==> src/rtl/id_ex_hazard_stage.sv <==
// -----------------------------------------------------------------------------
// id_ex_hazard_stage
// ID/EX pipeline register with integrated load-use hazard detection.
//
// Captures decoded operands, register numbers and control bits from ID and
// presents them to EX. A load in EX whose destination matches a source of the
// instruction in ID raises a combinational stall and loads a bubble on the next
// edge. A branch flush also loads a bubble, without counting it. A global
// freeze holds every register.
//
// Ports:
//   clk, reset            clock, asynchronous active-high reset
//   freeze, flush         pipeline hold / kill of the ID instruction
//   id_*                  decoded fields from the ID stage
//   stall                 combinational hold request to PC and IF/ID
//   ex_*                  registered fields presented to EX / forwarding unit
//   stall_count           saturating count of load-use bubble cycles
// -----------------------------------------------------------------------------
module id_ex_hazard_stage #(
   parameter int unsigned DATA_W = 32,
   parameter int unsigned REG_W  = 5,
   parameter int unsigned CNT_W  = 16
) (
   input  logic              clk,
   input  logic              reset,
   input  logic              freeze,
   input  logic              flush,
   input  logic              id_valid,
   input  logic [REG_W-1:0]  id_rs,
   input  logic [REG_W-1:0]  id_rt,
   input  logic [REG_W-1:0]  id_rd,
   input  logic [DATA_W-1:0] id_read_data1,
   input  logic [DATA_W-1:0] id_read_data2,
   input  logic [DATA_W-1:0] id_sign_imm,
   input  logic              id_reg_dst,
   input  logic              id_alu_src,
   input  logic              id_mem_read,
   input  logic              id_mem_write,
   input  logic              id_mem_to_reg,
   input  logic              id_reg_write,
   input  logic [1:0]        id_alu_op,
   output logic              stall,
   output logic              ex_valid,
   output logic [REG_W-1:0]  ex_rs,
   output logic [REG_W-1:0]  ex_rt,
   output logic [REG_W-1:0]  ex_write_reg,
   output logic [DATA_W-1:0] ex_read_data1,
   output logic [DATA_W-1:0] ex_read_data2,
   output logic [DATA_W-1:0] ex_sign_imm,
   output logic              ex_alu_src,
   output logic              ex_mem_read,
   output logic              ex_mem_write,
   output logic              ex_mem_to_reg,
   output logic              ex_reg_write,
   output logic [1:0]        ex_alu_op,
   output logic [CNT_W-1:0]  stall_count
);

   logic              valid_q, valid_d;
   logic [REG_W-1:0]  rs_q, rs_d;
   logic [REG_W-1:0]  rt_q, rt_d;
   logic [REG_W-1:0]  write_reg_q, write_reg_d;
   logic [DATA_W-1:0] rd1_q, rd1_d;
   logic [DATA_W-1:0] rd2_q, rd2_d;
   logic [DATA_W-1:0] imm_q, imm_d;
   logic              alu_src_q, alu_src_d;
   logic              mem_read_q, mem_read_d;
   logic              mem_write_q, mem_write_d;
   logic              mem_to_reg_q, mem_to_reg_d;
   logic              reg_write_q, reg_write_d;
   logic [1:0]        alu_op_q, alu_op_d;
   logic [CNT_W-1:0]  cnt_q, cnt_d;
   logic              hazard;

   // Register 0 is hardwired, so a load targeting it never creates a dependency.
   assign hazard = valid_q & mem_read_q & (rt_q != '0) & id_valid &
                   ((rt_q == id_rs) | (rt_q == id_rt));
   assign stall  = hazard & ~flush & ~freeze;

   always_comb begin
      valid_d      = valid_q;
      rs_d         = rs_q;
      rt_d         = rt_q;
      write_reg_d  = write_reg_q;
      rd1_d        = rd1_q;
      rd2_d        = rd2_q;
      imm_d        = imm_q;
      alu_src_d    = alu_src_q;
      mem_read_d   = mem_read_q;
      mem_write_d  = mem_write_q;
      mem_to_reg_d = mem_to_reg_q;
      reg_write_d  = reg_write_q;
      alu_op_d     = alu_op_q;
      cnt_d        = cnt_q;
      if (!freeze) begin
         if (flush || hazard) begin
            // Bubble: everything cleared so forwarding sees register 0.
            valid_d      = 1'b0;
            rs_d         = '0;
            rt_d         = '0;
            write_reg_d  = '0;
            rd1_d        = '0;
            rd2_d        = '0;
            imm_d        = '0;
            alu_src_d    = 1'b0;
            mem_read_d   = 1'b0;
            mem_write_d  = 1'b0;
            mem_to_reg_d = 1'b0;
            reg_write_d  = 1'b0;
            alu_op_d     = '0;
            // Only load-use bubbles are counted; flush has priority.
            if (!flush && !(&cnt_q)) begin
               cnt_d = cnt_q + CNT_W'(1);
            end
         end else begin
            valid_d      = id_valid;
            rs_d         = id_rs;
            rt_d         = id_rt;
            write_reg_d  = id_reg_dst ? id_rd : id_rt;
            rd1_d        = id_read_data1;
            rd2_d        = id_read_data2;
            imm_d        = id_sign_imm;
            alu_src_d    = id_alu_src;
            // Side-effecting controls of an empty slot are suppressed.
            mem_read_d   = id_mem_read & id_valid;
            mem_write_d  = id_mem_write & id_valid;
            mem_to_reg_d = id_mem_to_reg;
            reg_write_d  = id_reg_write & id_valid;
            alu_op_d     = id_alu_op;
         end
      end
   end

   always_ff @(posedge clk or posedge reset) begin
      if (reset) begin
         valid_q      <= 1'b0;
         rs_q         <= '0;
         rt_q         <= '0;
         write_reg_q  <= '0;
         rd1_q        <= '0;
         rd2_q        <= '0;
         imm_q        <= '0;
         alu_src_q    <= 1'b0;
         mem_read_q   <= 1'b0;
         mem_write_q  <= 1'b0;
         mem_to_reg_q <= 1'b0;
         reg_write_q  <= 1'b0;
         alu_op_q     <= '0;
         cnt_q        <= '0;
      end else begin
         valid_q      <= valid_d;
         rs_q         <= rs_d;
         rt_q         <= rt_d;
         write_reg_q  <= write_reg_d;
         rd1_q        <= rd1_d;
         rd2_q        <= rd2_d;
         imm_q        <= imm_d;
         alu_src_q    <= alu_src_d;
         mem_read_q   <= mem_read_d;
         mem_write_q  <= mem_write_d;
         mem_to_reg_q <= mem_to_reg_d;
         reg_write_q  <= reg_write_d;
         alu_op_q     <= alu_op_d;
         cnt_q        <= cnt_d;
      end
   end

   assign ex_valid      = valid_q;
   assign ex_rs         = rs_q;
   assign ex_rt         = rt_q;
   assign ex_write_reg  = write_reg_q;
   assign ex_read_data1 = rd1_q;
   assign ex_read_data2 = rd2_q;
   assign ex_sign_imm   = imm_q;
   assign ex_alu_src    = alu_src_q;
   assign ex_mem_read   = mem_read_q;
   assign ex_mem_write  = mem_write_q;
   assign ex_mem_to_reg = mem_to_reg_q;
   assign ex_reg_write  = reg_write_q;
   assign ex_alu_op     = alu_op_q;
   assign stall_count   = cnt_q;

endmodule

==> config.mk <==
export PLATFORM = sky130hd
export DESIGN_NAME = id_ex_hazard_stage
export DESIGN_NICKNAME = d
export VERILOG_FILES = /design/src/rtl/id_ex_hazard_stage.sv
export SDC_FILE = /design/constraint.sdc
export NUM_CORES = 1
export LEC_CHECK = 0
export CORE_AREA = 2 2 122 124
export DETAILED_ROUTE_END_ITERATION = 7
export DIE_AREA = 0 0 124 126
export HOLD_SLACK_MARGIN = 0.05
export PLACE_DENSITY = 0.82
export SLEW_MARGIN = 15
export SYNTH_ARGS = -nofsm -noshare
export SYNTH_HDL_FRONTEND = slang
export SYNTH_SLANG_ARGS = --single-unit
==> constraint.sdc <==
create_clock -name clk -period 6.4 [get_ports clk]
set_input_delay 1.6 -clock clk [delete_from_list [all_inputs] [get_ports clk]]
set_output_delay 1.6 -clock clk [all_outputs]
set_load 0.005 [all_outputs]
==> results_dict.tcl, run 1 <==
set metrics [dict create \
    use_met3 0.08243 \
    switching_share 0.2217 \
    ant_nets 0 \
    cts_setup_buffers 0 \
    period_minus_slack_ps 5326 \
    synth_cells 396 \
    clock_latency_ps 410 \
    initial_core_util 0.3857 \
    ys_types 30 \
    critPathKind "in2out" \
    worstHoldPathCells 1 \
    synth_nets 521 \
    chipWidth_um 124 \
    reg2reg_setup_slack_ps 3350 \
    fin_hold_ws_ps 484.1 \
    io_pins 260 \
    die_area_mm2 0.01562 \
    numCtsBuffers 17 \
    area_delta_synth_final_pct 57.37 \
    pwr-share-comb 0.154 \
    synth.top_cells.by_area "dfrtp_1 61%, a32o_1 19%, xor2_1 3.0%, a22o_1 2.2%, buf_6 2.0%" \
    syn-cell-area_mm2 0.005520 \
    yosysSeqAreaShare 0.6120 \
    async_flop_share 1.000 \
    tightest_slew_ps 1150 \
    grt_pass1_vias 4833 \
    drt-total-wl_um 16330 \
    busiest_layer "met2" \
    crit_family "buffers and inverters" \
    clockBufferDepth 2 \
    start_kind "input port" \
    place_hpwl_um 11180 \
    yosysTopAreaCell "dfrtp_1" \
    final_util 0.6069 \
    power_frac_seq 0.440 \
    synth_seq_cells 135 \
    grt.total_usage 0.2104 \
    ir_drop_mv 0.1527 \
    layout-drive-gt1-share 0.06790 \
    grt_max_degree 107 \
    synth_edf_count 0 \
    clkPwrFrac 0.406 \
    met1_usage 0.2456 \
    synthFlopType "dfrtp_1" \
    coreArea_mm2 0.01431 \
    gp_congestion 0.8501 \
    route.detailed.drc 0 \
    worstPathRequired_ps 4800 \
    endpoint_kind "primary output" \
    placedCellCount 804 \
    cts_max_level 4 \
    setup_viol 0 \
    cts_resized 0 \
    synth_most_common_cell "dfrtp_1" \
    cts_tree "done" \
    cts_sinks 135 \
    maxCapViolations 0 \
    rows 44 \
    whs_endpoint "ex_read_data1[20]" \
    final_nets 764 \
    crit_path_cell_trace "clkdlybuf4s50_1 -> xor2_1 -> nor3_1 -> a22oi_1 -> or2_4 -> nor3_1 -> clkdlybuf4s50_1" \
    fp.dieH_um 126 \
    grt-ovfl-total 0 \
    r2r_start "ex_rt[1]" \
    pre_cts_ws_ps 1137 \
    drtIter0Drc 367 \
    p_leak_nw 3.578 \
    io_buffer_count 259 \
    holdBufCountCts 0 \
    max-slew-margin-rel 0.2330 \
    skew_ps 10.68 \
    hold_viol_final 0 \
    rsz0062_at_grt "no" \
    vias_per_cell 5.617 \
    final_max_slew_viol_count 0 \
    finalSetupTns_ps 0 \
    arrival_ps 3730 \
    wl_per_cell_um 19.63 \
    yosys-top-cells-count "135 x dfrtp_1, 106 x a32o_1, 27 x clkbuf_1" \
    power_density_mw_per_mm2 248.7 \
    antenna_cells 0 \
    crit_fanout 3 \
    reg2reg_to "ex_write_reg[1]" \
    max_stage_delay_ps 540 \
    yosys_warnings 0 \
    holdCritPathClass "reg2reg" \
    grt_pass1_wl_um 25380 \
    use_met2 0.3442 \
    reg2reg_depth 6 \
    clock.fmax_mhz 187.8 \
    status "completed" \
    stdcell_count 832 \
    cp_num_buf_inv 2 \
    cts-root-buf "clkbuf_16" \
    timing.final.ws_setup_ps 1074 \
    clkTransAtPathRegs_ps 50 \
    internal_power_mw 1.681 \
    power.switching_mw 0.4788 \
    n_fill_cell 1136 \
    antenna_found_initial 0 \
    seq_area_mm2 0.003378 \
    multi_input_area_mm2 0.001906 \
    slowest_stage "clkdlybuf4s50_1" \
    dr.pass1.iters 5 \
    min_period_over_period 0.8322 \
    hold_start "ex_read_data1[20]" \
    avgSynthCellArea_um2 13.94 \
    yosysTopAreaCellShare 0.6120 \
    vias 4673 \
]
-- routing by layer --
layer  vias up  share of wire
met2       202           0.51
met4         0          0.023
met5         -              0
li1       2079              -
met3        28          0.090
met1      2364           0.38
-- cell usage in the layout, fill, tap and decap left out, types with 2 or more instances in the layout --
cell type,count
clkdlybuf4s50_1,258
dfrtp_1,135
a32o_1,106
xor2_1,19
clkbuf_16,17
a22o_1,14
nor3b_1,13
nand2_1,8
nor3_1,7
nor4_1,7
buf_4,7
nor2_1,6
nand4_1,6
xnor2_1,6
mux2_2,6
nand3_1,5
clkinv_2,4
clkbuf_1,3
clkbuf_8,3
and4_1,2
or3_1,2
-- power groups by stage --
stage               logic (mW)  registers, mW  clock network, mW
floorplan                0.102          0.965                  0
global placement         0.327          0.961                  0
detailed placement       0.334          0.965                  0
CTS                      0.337          0.951              0.898
global route             0.357          0.957              0.941
finish                   0.333          0.951              0.877
-- worst register-to-register path: cells and delay by family, from the launching register on --
| family | cells | cell delay, ps |
|---|---|---|
| AOI/OAI and AO/OA | 2 | 640 |
| and+or+nand+nor | 2 | 760 |
| DFF | 1 | 460 |
| buffers and inverters | 2 | 1130 |
-- stage by stage --
| step | power, mW | instance area [um2] |
|---|---|---|
| after floorplan | 1.067 | 5520 |
| after global placement | 1.288 | 8159 |
| after detailed placement | 1.299 | 8159 |
| after CTS | 2.186 | 8687 |
| after global routing | 2.255 | 8687 |
| final | 2.160 | 8687 |
-- cells by family after synthesis --
| group | synth area share |
|---|---|
| multiplexers | 0.01224 |
| XOR/XNOR | 0.03966 |
| adder cells (fa/ha/maj) | 0.002266 |
| AO/OA/AOI/OAI | 0.2237 |
| buffers and inverters | 0.04420 |
| flip-flops | 0.6120 |
| AND/OR/NAND/NOR | 0.06596 |
-- cell type report --
cell class,count,share of cell area
clock buffers,23,0.05502
clock inverters,5,0.005761
inverters,2,0.001152
multi-input cells,218,0.2194
flip-flops and latches,135,0.3889
well taps,184,0.02650
repair buffers,265,0.3033
-- worst max path at each step --
stage | cells after the start | start | to
6_report | 7 | id_rt[2] | stall
5_1_grt | 7 | id_rt[2] | stall
4_1_cts | 7 | id_rt[2] | stall
3_5_place_dp | 7 | id_rt[2] | stall
3_3_place_gp | 7 | id_rt[4] | stall
2_1_floorplan | 1 | reset | ex_alu_op[0]
Note: power is estimated with default switching activity, not from simulation.
==> run 2, diff against run 1 <==
==> constraint.sdc (replaced) <==
create_clock -name clk -period 5.2 [get_ports clk]
set_input_delay 1.3 -clock clk [delete_from_list [all_inputs] [get_ports clk]]
set_output_delay 1.3 -clock clk [all_outputs]
set_load 0.005 [all_outputs]
==> run 2 against run 1 <==
- non-clock buffer count shrank 1
- clock skew grew 1.9 ps
- via count grew 0.28%
- flip-flop and latch count is the same
- worst setup slack lost 560 ps
- wire length grew 0.72%
- critical path type unchanged
==> results_dict.tcl, run 2 (synthesis gave the netlist of run 1 again) <==
set metrics [dict create \
    pre_cts_ws_ps 557.5 \
    drtIter0Drc 323 \
    cts_tree "done" \
    cts_setup_buffers 0 \
    wl_per_cell_um 19.70 \
    finalSetupTns_ps 0 \
    final_nets 763 \
    place_hpwl_um 11090 \
    tightest_slew_ps 1155 \
    critPathKind "in2out" \
    final_cell_mix "258 x clkdlybuf4s50_1, 135 x dfrtp_1, 106 x a32o_1" \
    crit_fanout 3 \
    clkTransAtPathRegs_ps 60 \
    holdBufCountCts 0 \
    clock_latency_ps 410 \
    area_delta_synth_final_pct 59.25 \
    grt_pass1_wl_um 26080 \
    r2r_start "ex_rt[1]" \
    vias_per_cell 5.612 \
    placedCellCount 803 \
    coreArea_mm2 0.01431 \
    dr.pass1.iters 5 \
    setup_viol 0 \
    reg2reg_setup_slack_ps 2580 \
    numCtsBuffers 17 \
    max_stage_delay_ps 540 \
    power_density_mw_per_mm2 324.2 \
    arrival_ps 3390 \
    endpoint_kind "primary output" \
    worstPathRequired_ps 3900 \
    initial_core_util 0.3857 \
    p_leak_nw 3.616 \
    cts-root-buf "clkbuf_16" \
    drt-total-wl_um 16450 \
    cts_resized 0 \
    status "completed" \
    holdCritPathClass "reg2reg" \
    final_common_cell "clkdlybuf4s50_1" \
    grt.total_usage 0.2150 \
    cts_sinks 135 \
    max-slew-margin-rel 0.2300 \
    gp_congestion 0.8466 \
    cts_max_level 4 \
    io_buffer_count 259 \
    antenna_cells 0 \
    io_pins 260 \
    crit_end "stall" \
    ir_drop_mv 0.2650 \
    maxCapViolations 0 \
    fp.dieH_um 126 \
    chipWidth_um 124 \
    die_area_mm2 0.01562 \
    layout-drive-gt1-share 0.07373 \
    final_max_slew_viol_count 0 \
    ant_nets 0 \
    min_period_over_period 0.9011 \
    hold_start "ex_read_data2[2]" \
    reg2reg_depth 5 \
    clock.fmax_mhz 213.4 \
    grt_pass1_vias 5032 \
    antenna_found_initial 0 \
    startpoint "id_rt[4]" \
    rows 44 \
    skew_ps 12.58 \
    route.detailed.drc 0 \
    crit_path_cell_trace "clkdlybuf4s50_1 -> xor2_1 -> nor3_1 -> a22oi_1 -> or2_4 -> nor3_1 -> clkdlybuf4s50_1" \
    period_minus_slack_ps 4686 \
    start_kind "input port" \
    grt_max_degree 123 \
    hold_viol_final 0 \
    timing.final.ws_setup_ps 514.3 \
    slowest_stage "clkdlybuf4s50_1" \
    clockBufferDepth 2 \
    grt-ovfl-total 0 \
    stdcell_count 835 \
    reg2reg_to "ex_alu_src" \
    vias 4686 \
    rsz0062_at_grt "no" \
]
==> run 2: changes by cell type in the layout (fill, tap and decap cells not counted), sizes merged <==
| cell | delta |
|---|---|
| inv | +1 |
| clkinvlp | +2 |
| buf | -1 |
| clkbuf | -2 |
| bufinv | +3 |
==> run 2: worst min path at each step <==
stage                              endpoint  slack [ps]  depth (start not counted)
after floorplan                ex_alu_op[1]         490                          1
after global placement     ex_read_data1[0]         470                          1
after detailed placement  ex_read_data1[18]         480                          1
after CTS                 ex_read_data2[30]         490                          1
after global routing       ex_read_data1[0]         500                          1
final                      ex_read_data2[2]         490                          1
==> run 2: metal layers <==
layer | vias up | wire, um | track usage
met1 | 2383 | 6228 | 0.2470
met2 | 182 | 8494 | 0.3617
met4 | 0 | 414 | 0.09055
li1 | 2088 | - | -
met3 | 33 | 1314 | 0.07518
met5 | - | 0 | 0
==> run 2: layout make-up <==
type / count / area [um2]
sequential: 135 / 3378
clock inverter: 11 / 171.4
clock buffer: 21 / 460.4
multi-input combinational: 218 / 1906
timing repair buffer: 264 / 2635
inverter: 2 / 10.01
fill: 1112 / 5523
tap: 184 / 230.2
==> run 2: critical path: cells and delay by family <==
family / cells / cell delay, ps
compound gates: 1 / 130
xor+xnor: 1 / 160
buf+inv: 2 / 990
simple gates: 3 / 810
==> run 2: per-stage QoR <==
step	instance area [um2]	utilization	hold WS [ps]	power (mW)
global placement	8152	0.5695	470.9	1.585
finish	8791	0.6142	488.6	2.850
floorplan	5520	-	487.3	1.313
detailed placement	8152	0.5695	478.5	1.599
CTS	8783	0.6136	492.0	2.882
global route	8791	0.6142	499.0	2.970
==> run 2: power breakdown <==
group | internal [mW] | leakage (nW) | switching [mW]
Clock | 0.829 | 0.304 | 0.442
Sequential | 1.12 | 1.77 | 0.0475
Combinational | 0.266 | 1.54 | 0.143
